**config.mk**
```make
export PLATFORM = sky130hd
export DESIGN_NAME = minmax_tracker_flat
export DESIGN_NICKNAME = d
export VERILOG_FILES = /design/src/rtl/minmax_tracker_pkg.sv /design/src/rtl/minmax_tracker_if.sv /design/src/rtl/minmax_tracker_magcom4bit.sv /design/src/rtl/minmax_tracker.sv /design/src/flat_wrapper.sv
export SDC_FILE = /design/constraint.sdc
export NUM_CORES = 1
export LEC_CHECK = 0
export ABC_CLOCK_PERIOD_IN_PS = 4700
export BUFFER_PORTS_ARGS = -buffer_cell sky130_fd_sc_hd__buf_2
export CAP_MARGIN = 10
export CORE_ASPECT_RATIO = 0.5
export CORE_MARGIN = 2
export CORE_UTILIZATION = 40
export DETAILED_ROUTE_END_ITERATION = 8
export HOLD_SLACK_MARGIN = 0.02
export MAX_ROUTING_LAYER = met4
export PLACE_DENSITY = 0.73
export SYNTH_ARGS = -nofsm -noshare
export SYNTH_HDL_FRONTEND = slang
export SYNTH_SLANG_ARGS = --single-unit
```
**constraint.sdc**
```tcl
create_clock -name clk -period 4.7 [get_ports clk]
set_input_delay 0.235 -clock clk [delete_from_list [all_inputs] [get_ports clk]]
set_output_delay 0.235 -clock clk [all_outputs]
set_load 0.01 [all_outputs]
```
**src/rtl/minmax_tracker_pkg.sv**
```systemverilog
// Shared definitions for the min/max tracker: data width, FSM state
// encoding and the debug view exported by the top level.
package minmax_tracker_pkg;

  localparam int DATA_W = 4;

  // FSM state encoding
  localparam logic [1:0] ST_IDLE  = 2'd0;
  localparam logic [1:0] ST_ACCUM = 2'd1;
  localparam logic [1:0] ST_HOLD  = 2'd2;

  // Debug view: FSM state, raw comparator outputs {g,e,l} and the running
  // extremes of the frame in progress.
  typedef struct packed {
    logic [1:0]        state;
    logic [2:0]        cmp_max;
    logic [2:0]        cmp_min;
    logic [DATA_W-1:0] cur_max;
    logic [DATA_W-1:0] cur_min;
  } dbg_t;

endpackage

```
**src/rtl/minmax_tracker_if.sv**
```systemverilog
// Sample-in / result-out bus of the min/max tracker.
//
// Handshake rule (both channels): a transfer happens on a rising clk edge
// where valid && ready. The producer holds valid and its payload stable
// until that edge; ready may change freely and never depends on valid in
// the same cycle. The input channel carries in_data/in_last, the output
// channel carries out_max/out_min/out_count/out_sat.
//
// slave  : the tracker's view (consumes samples, produces results).
// master : the environment's view (sample source plus result sink).
interface minmax_tracker_if #(
  parameter int COUNT_W = 8
);
  import minmax_tracker_pkg::*;

  logic              in_valid;
  logic [DATA_W-1:0] in_data;
  logic              in_last;
  logic              in_ready;

  logic              out_valid;
  logic              out_ready;
  logic [DATA_W-1:0] out_max;
  logic [DATA_W-1:0] out_min;
  logic [COUNT_W-1:0] out_count;
  logic              out_sat;

  modport slave (
    input  in_valid, in_data, in_last, out_ready,
    output in_ready, out_valid, out_max, out_min, out_count, out_sat
  );

  modport master (
    output in_valid, in_data, in_last, out_ready,
    input  in_ready, out_valid, out_max, out_min, out_count, out_sat
  );

endinterface

```
**src/rtl/minmax_tracker_magcom4bit.sv**
```systemverilog
// 4-bit unsigned magnitude comparator: exactly one of e/g/l is high,
// g meaning a > b and l meaning a < b.
module magcom4bit
  import minmax_tracker_pkg::*;
(
  input  logic [DATA_W-1:0] a,
  input  logic [DATA_W-1:0] b,
  output logic              e,
  output logic              g,
  output logic              l
);

  // Pure combinational compare of two unsigned operands
  always_comb begin
    e = (a == b);
    g = (a > b);
    l = (a < b);
  end

endmodule

```
**src/rtl/minmax_tracker.sv**
```systemverilog
// Per-frame min/max/count tracker. Samples arrive framed by in_last; the
// running extremes are maintained through two magnitude comparators and a
// single registered result is offered per frame, held until accepted.
module minmax_tracker
  import minmax_tracker_pkg::*;
#(
  parameter int COUNT_W = 8
) (
  input  logic                   clk,
  input  logic                   rst_n,
  minmax_tracker_if.slave        bus,
  output dbg_t                   dbg
);

  localparam logic [COUNT_W-1:0] CNT_MAX = {COUNT_W{1'b1}};
  localparam logic [COUNT_W-1:0] CNT_ONE = COUNT_W'(1);

  logic [1:0]         state;
  logic [DATA_W-1:0]  cur_max;
  logic [DATA_W-1:0]  cur_min;
  logic [COUNT_W-1:0] cur_cnt;
  logic               cur_sat;

  logic [DATA_W-1:0]  nxt_max;
  logic [DATA_W-1:0]  nxt_min;
  logic [COUNT_W-1:0] nxt_cnt;
  logic               nxt_sat;

  logic a_e, a_g, a_l;
  logic b_e, b_g, b_l;
  logic accept;

  // Comparator A: incoming sample against the running maximum
  magcom4bit u_cmp_max (
    .a (bus.in_data),
    .b (cur_max),
    .e (a_e),
    .g (a_g),
    .l (a_l)
  );

  // Comparator B: incoming sample against the running minimum
  magcom4bit u_cmp_min (
    .a (bus.in_data),
    .b (cur_min),
    .e (b_e),
    .g (b_g),
    .l (b_l)
  );

  // Ready is a pure state decode, held low while reset is asserted
  assign bus.in_ready = rst_n && (state != ST_HOLD);
  assign accept       = bus.in_valid && bus.in_ready;

  // Post-update frame statistics, assuming the current sample is accepted
  always_comb begin
    nxt_max = cur_max;
    nxt_min = cur_min;
    nxt_cnt = cur_cnt;
    nxt_sat = cur_sat;
    if (state == ST_IDLE) begin
      // First sample of a frame seeds both extremes
      nxt_max = bus.in_data;
      nxt_min = bus.in_data;
      nxt_cnt = CNT_ONE;
      nxt_sat = 1'b0;
    end else begin
      if (a_g) nxt_max = bus.in_data;
      if (b_l) nxt_min = bus.in_data;
      if (cur_cnt == CNT_MAX) begin
        nxt_sat = 1'b1;
      end else begin
        nxt_cnt = cur_cnt + CNT_ONE;
      end
    end
  end

  // FSM, running statistics and the registered per-frame result
  always_ff @(posedge clk or negedge rst_n) begin
    if (!rst_n) begin
      state         <= ST_IDLE;
      cur_max       <= '0;
      cur_min       <= '0;
      cur_cnt       <= '0;
      cur_sat       <= 1'b0;
      bus.out_valid <= 1'b0;
      bus.out_max   <= '0;
      bus.out_min   <= '0;
      bus.out_count <= '0;
      bus.out_sat   <= 1'b0;
    end else begin
      case (state)
        ST_IDLE, ST_ACCUM: begin
          if (accept) begin
            cur_max <= nxt_max;
            cur_min <= nxt_min;
            cur_cnt <= nxt_cnt;
            cur_sat <= nxt_sat;
            if (bus.in_last) begin
              // Frame end: the last sample is already folded into nxt_*
              bus.out_max   <= nxt_max;
              bus.out_min   <= nxt_min;
              bus.out_count <= nxt_cnt;
              bus.out_sat   <= nxt_sat;
              bus.out_valid <= 1'b1;
              state         <= ST_HOLD;
            end else begin
              state <= ST_ACCUM;
            end
          end
        end
        ST_HOLD: begin
          if (bus.out_valid && bus.out_ready) begin
            bus.out_valid <= 1'b0;
            state         <= ST_IDLE;
          end
        end
        default: begin
          state <= ST_IDLE;
        end
      endcase
    end
  end

  // Debug view for checkers
  always_comb begin
    dbg         = '0;
    dbg.state   = state;
    dbg.cmp_max = {a_g, a_e, a_l};
    dbg.cmp_min = {b_g, b_e, b_l};
    dbg.cur_max = cur_max;
    dbg.cur_min = cur_min;
  end

endmodule

```
**src/flat_wrapper.sv**
```systemverilog
// flat-port wrapper written by rule: the top's interface ports become plain ports
module minmax_tracker_flat import minmax_tracker_pkg::*;
#(
  parameter int COUNT_W = 8
)
  (clk, rst_n, dbg, bus_in_valid, bus_in_data, bus_in_last, bus_out_ready, bus_in_ready, bus_out_valid, bus_out_max, bus_out_min, bus_out_count, bus_out_sat);
  minmax_tracker_if #(.COUNT_W(COUNT_W)) bus_i ();
  input  logic clk;
  input  logic rst_n;
  output dbg_t dbg;
  input wire logic [$bits(bus_i.in_valid)-1:0] bus_in_valid;
  input wire logic [$bits(bus_i.in_data)-1:0] bus_in_data;
  input wire logic [$bits(bus_i.in_last)-1:0] bus_in_last;
  input wire logic [$bits(bus_i.out_ready)-1:0] bus_out_ready;
  output wire logic [$bits(bus_i.in_ready)-1:0] bus_in_ready;
  output wire logic [$bits(bus_i.out_valid)-1:0] bus_out_valid;
  output wire logic [$bits(bus_i.out_max)-1:0] bus_out_max;
  output wire logic [$bits(bus_i.out_min)-1:0] bus_out_min;
  output wire logic [$bits(bus_i.out_count)-1:0] bus_out_count;
  output wire logic [$bits(bus_i.out_sat)-1:0] bus_out_sat;
  assign bus_i.in_valid = bus_in_valid;
  assign bus_i.in_data = bus_in_data;
  assign bus_i.in_last = bus_in_last;
  assign bus_i.out_ready = bus_out_ready;
  assign bus_in_ready = bus_i.in_ready;
  assign bus_out_valid = bus_i.out_valid;
  assign bus_out_max = bus_i.out_max;
  assign bus_out_min = bus_i.out_min;
  assign bus_out_count = bus_i.out_count;
  assign bus_out_sat = bus_i.out_sat;
  minmax_tracker #(.COUNT_W(COUNT_W)) u_core (.clk(clk), .rst_n(rst_n), .bus(bus_i), .dbg(dbg));
endmodule
```
==> metrics.txt <==
H-Tree Depth 2; Final Hold Vio Count 0; Final Wtd Congestion 0.812; WL per Instance 14.5 µm; Worst Slack Setup Final 2.28 ns; Max FO, Critical Path 42; I/O Buffers 43; cts bufs inserted 5; worst path cell trace buf_2 -> and3b_1 -> and2_1 -> nand2_1 -> o22a_1; Max Slew Vio Count 0; Compound-Gate Fraction of Synth Area 21.2%; first-pass GRT wire length 8170 µm; Tot Pwr 1350 µW; #FFs+latches synth 37; Switch Pwr 553 µW; Worst-path clk slew 0.07 ns; met1 wire length 2230 µm; Setup TNS 0 ns; dpl ws 1.96 ns; routed wl met2 2250 µm; RSZ-0062 raised after global routing no; PostCTS Resize Cnt 0; Yosys top cell by area dfrtp_1; Post-synth ARST share 100%; row count 18; fin util 48.0%; initial antenna violation count 0; synthesized instance count 221; Top Metal Used met4; Crit path arrival time 2.61 ns; share of layout cells above drive strength 1 28.9%; vias per cell 5.35; mean post-synth cell area 9.69 µm²; Synth top area share 43.2%; Tot GR Track Use 17.8%; vias in the first global route 1735; die area 5990 µm²; sequential fraction of the synthesis area 43.2%; internal power 800 µW; area of the mapped netlist 2140 µm²; Initial Util 42.5%; postcts setup bufs 0; Comb pwr share 45.9%; HPWL Detailed 3410 µm; most numerous cell in the Yosys netlist dfrtp_1; top_reg_cell synth dfrtp_1; switch share 40.9%; final setup violation count 0; DRC Markers 0; I/O pin count 44; TritonCTS clock tree yes; Clk Latency, worst-skew pair 0.30 ns; main combinational cell family by area after synthesis compound AO/OA/AOI/OAI gates; number of DRC markers in iteration 0 57; largest cells by area after synthesis dfrtp_1, ha_1, o21ai_0, a21oi_1, nand2_1; period utilisation layout 51.5%; Clock power frac 16.2%; Post-Route WL 4730 µm; Worst-Margin Slew 0.857 ns; EDFF count, synth 0; CP Data Required Time 4.89 ns; first-pass iteration count of the detailed router 4; max_cap viols 0; synth warn 0; CTS Root Cell clkbuf_8; post-layout min period 2.42 ns; Final ANT Viol Nets 0; total number of vias 1744; Pleak 0.00111 µW; Setup CP Type in2reg; status completed; crit path launch type primary input; Synth Area in XOR/XNOR 1.23%; Slew headroom 42.7%; max frequency 0.413 GHz; core footprint 5040 µm²; Post-Synth Simple-Gate Area 16.5%; capturing element type of the critical path register; Unique masters post-synth 54; PD cells 559 nW/µm²; Hold WC Path Type in2async; Clock Path Buffers 2; hold_buf cts 0; mux contribution to synthesized area 5.32%; VDD IR-drop max 210 µV; Synth Area in Adders 5.26%; CP max stage cell buf_2; Sequential Power Share 37.9%; grt ovf 0; worst clock skew 0.00257 ns; TritonCTS Sinks 37; WL met3 138 µm; synthesized net count 239; Die Y 55.7 µm; Area Growth Syn to Fin 13.0%; pin count of the biggest net entering global routing 43; Worst path max stage delay 0.65 ns; most frequent cells after synthesis dfrtp_1, o21ai_0, nand2_1, nor2_1, a21oi_1; ANT cells 0; Post-layout nets 273; die width 107 µm; hold slack 0.0444 ns
[cell usage in the layout (no fill, tap or decap), types with 8 or more instances in the layout]
master,synthesis,final
dfrtp_1,37,37
ha_1,9,9
buf_2,7,43
o21ai_0,19,19
inv_1,12,12
nor2_1,15,15
nand2_1,18,18
nand3_1,11,11
a31oi_1,8,8
a21oi_1,14,14
[metrics by stage]
step / cell area (µm²) / cells
6_report: 2420 / 326
5_1_grt: 2420 / 326
4_1_cts: 2420 / 326
3_5_place_dp: 2340 / 318
3_3_place_gp: 2340 / 318
2_1_floorplan: 2140 / 221
[critical path, delay by kind of cell]
family / cells / cell delay [ns]
compound gates: 1 / 0.22
buf+inv: 1 / 0.65
simple gates: 3 / 1.49
[layer usage]
layer / track usage, % / up-vias
li1: - / 847
met1: 22.2 / 848
met2: 28.5 / 35
met3: 3.51 / 14
met4: 7.14 / 0
met5: - / -
[cell families (layout without fill, tap and decap cells)]
kind of cell	Yosys count	in the layout
XOR/XNOR	3	3
flip-flops	37	37
AND/OR/NAND/NOR	67	67
multiplexers	9	9
adder cells (fa/ha/maj)	9	9
AO/OA/AOI/OAI	67	67
buffers and inverters	29	64
[final cells by class]
class                      count  area [µm²]
fill                         497        2630
multi-input combinational    155        1060
sequential                    37         926
timing repair buffer          43         215
tap                           70        87.6
clock buffer                   6        72.6
inverter                      13        48.8
clock inverter                 2        10.0
[flip-flops by register name (all words and copies together) (netlist names)]
register	count
u_core.bus.out_count	8
u_core.bus.out_max	4
u_core.bus.out_min	4
u_core.bus.out_sat	1
u_core.bus.out_valid	1
u_core.cur_cnt	8
u_core.cur_max	4
u_core.cur_min	4
u_core.cur_sat	1
u_core.state	2
[power by group through the flow]
| stage | registers [µW] | clock network [µW] | logic, µW |
|---|---|---|---|
| floorplan | 548 | 0 | 423 |
| global placement | 516 | 0 | 604 |
| detailed placement | 520 | 0 | 624 |
| CTS | 515 | 221 | 627 |
| global route | 533 | 234 | 695 |
| finish | 513 | 219 | 621 |
[worst paths after layout]
check	from	depth (start not counted)	to	slack [ns]
worst max-delay path	rst_n	5	u_core.bus.out_count[0]	2.28
worst min-delay path	rst_n	1	u_core.cur_min[2]	0.04
worst max register to register	u_core.state[1]	4	u_core.bus.out_count[0]	2.51
worst min register to register	u_core.bus.out_count[6]	2	u_core.bus.out_count[6]	0.47
max in group asynchronous	rst_n	1	u_core.bus.out_valid	4.11
min in group clk	bus_in_last	2	u_core.state[0]	0.16
(Power assumes the default switching activity.)
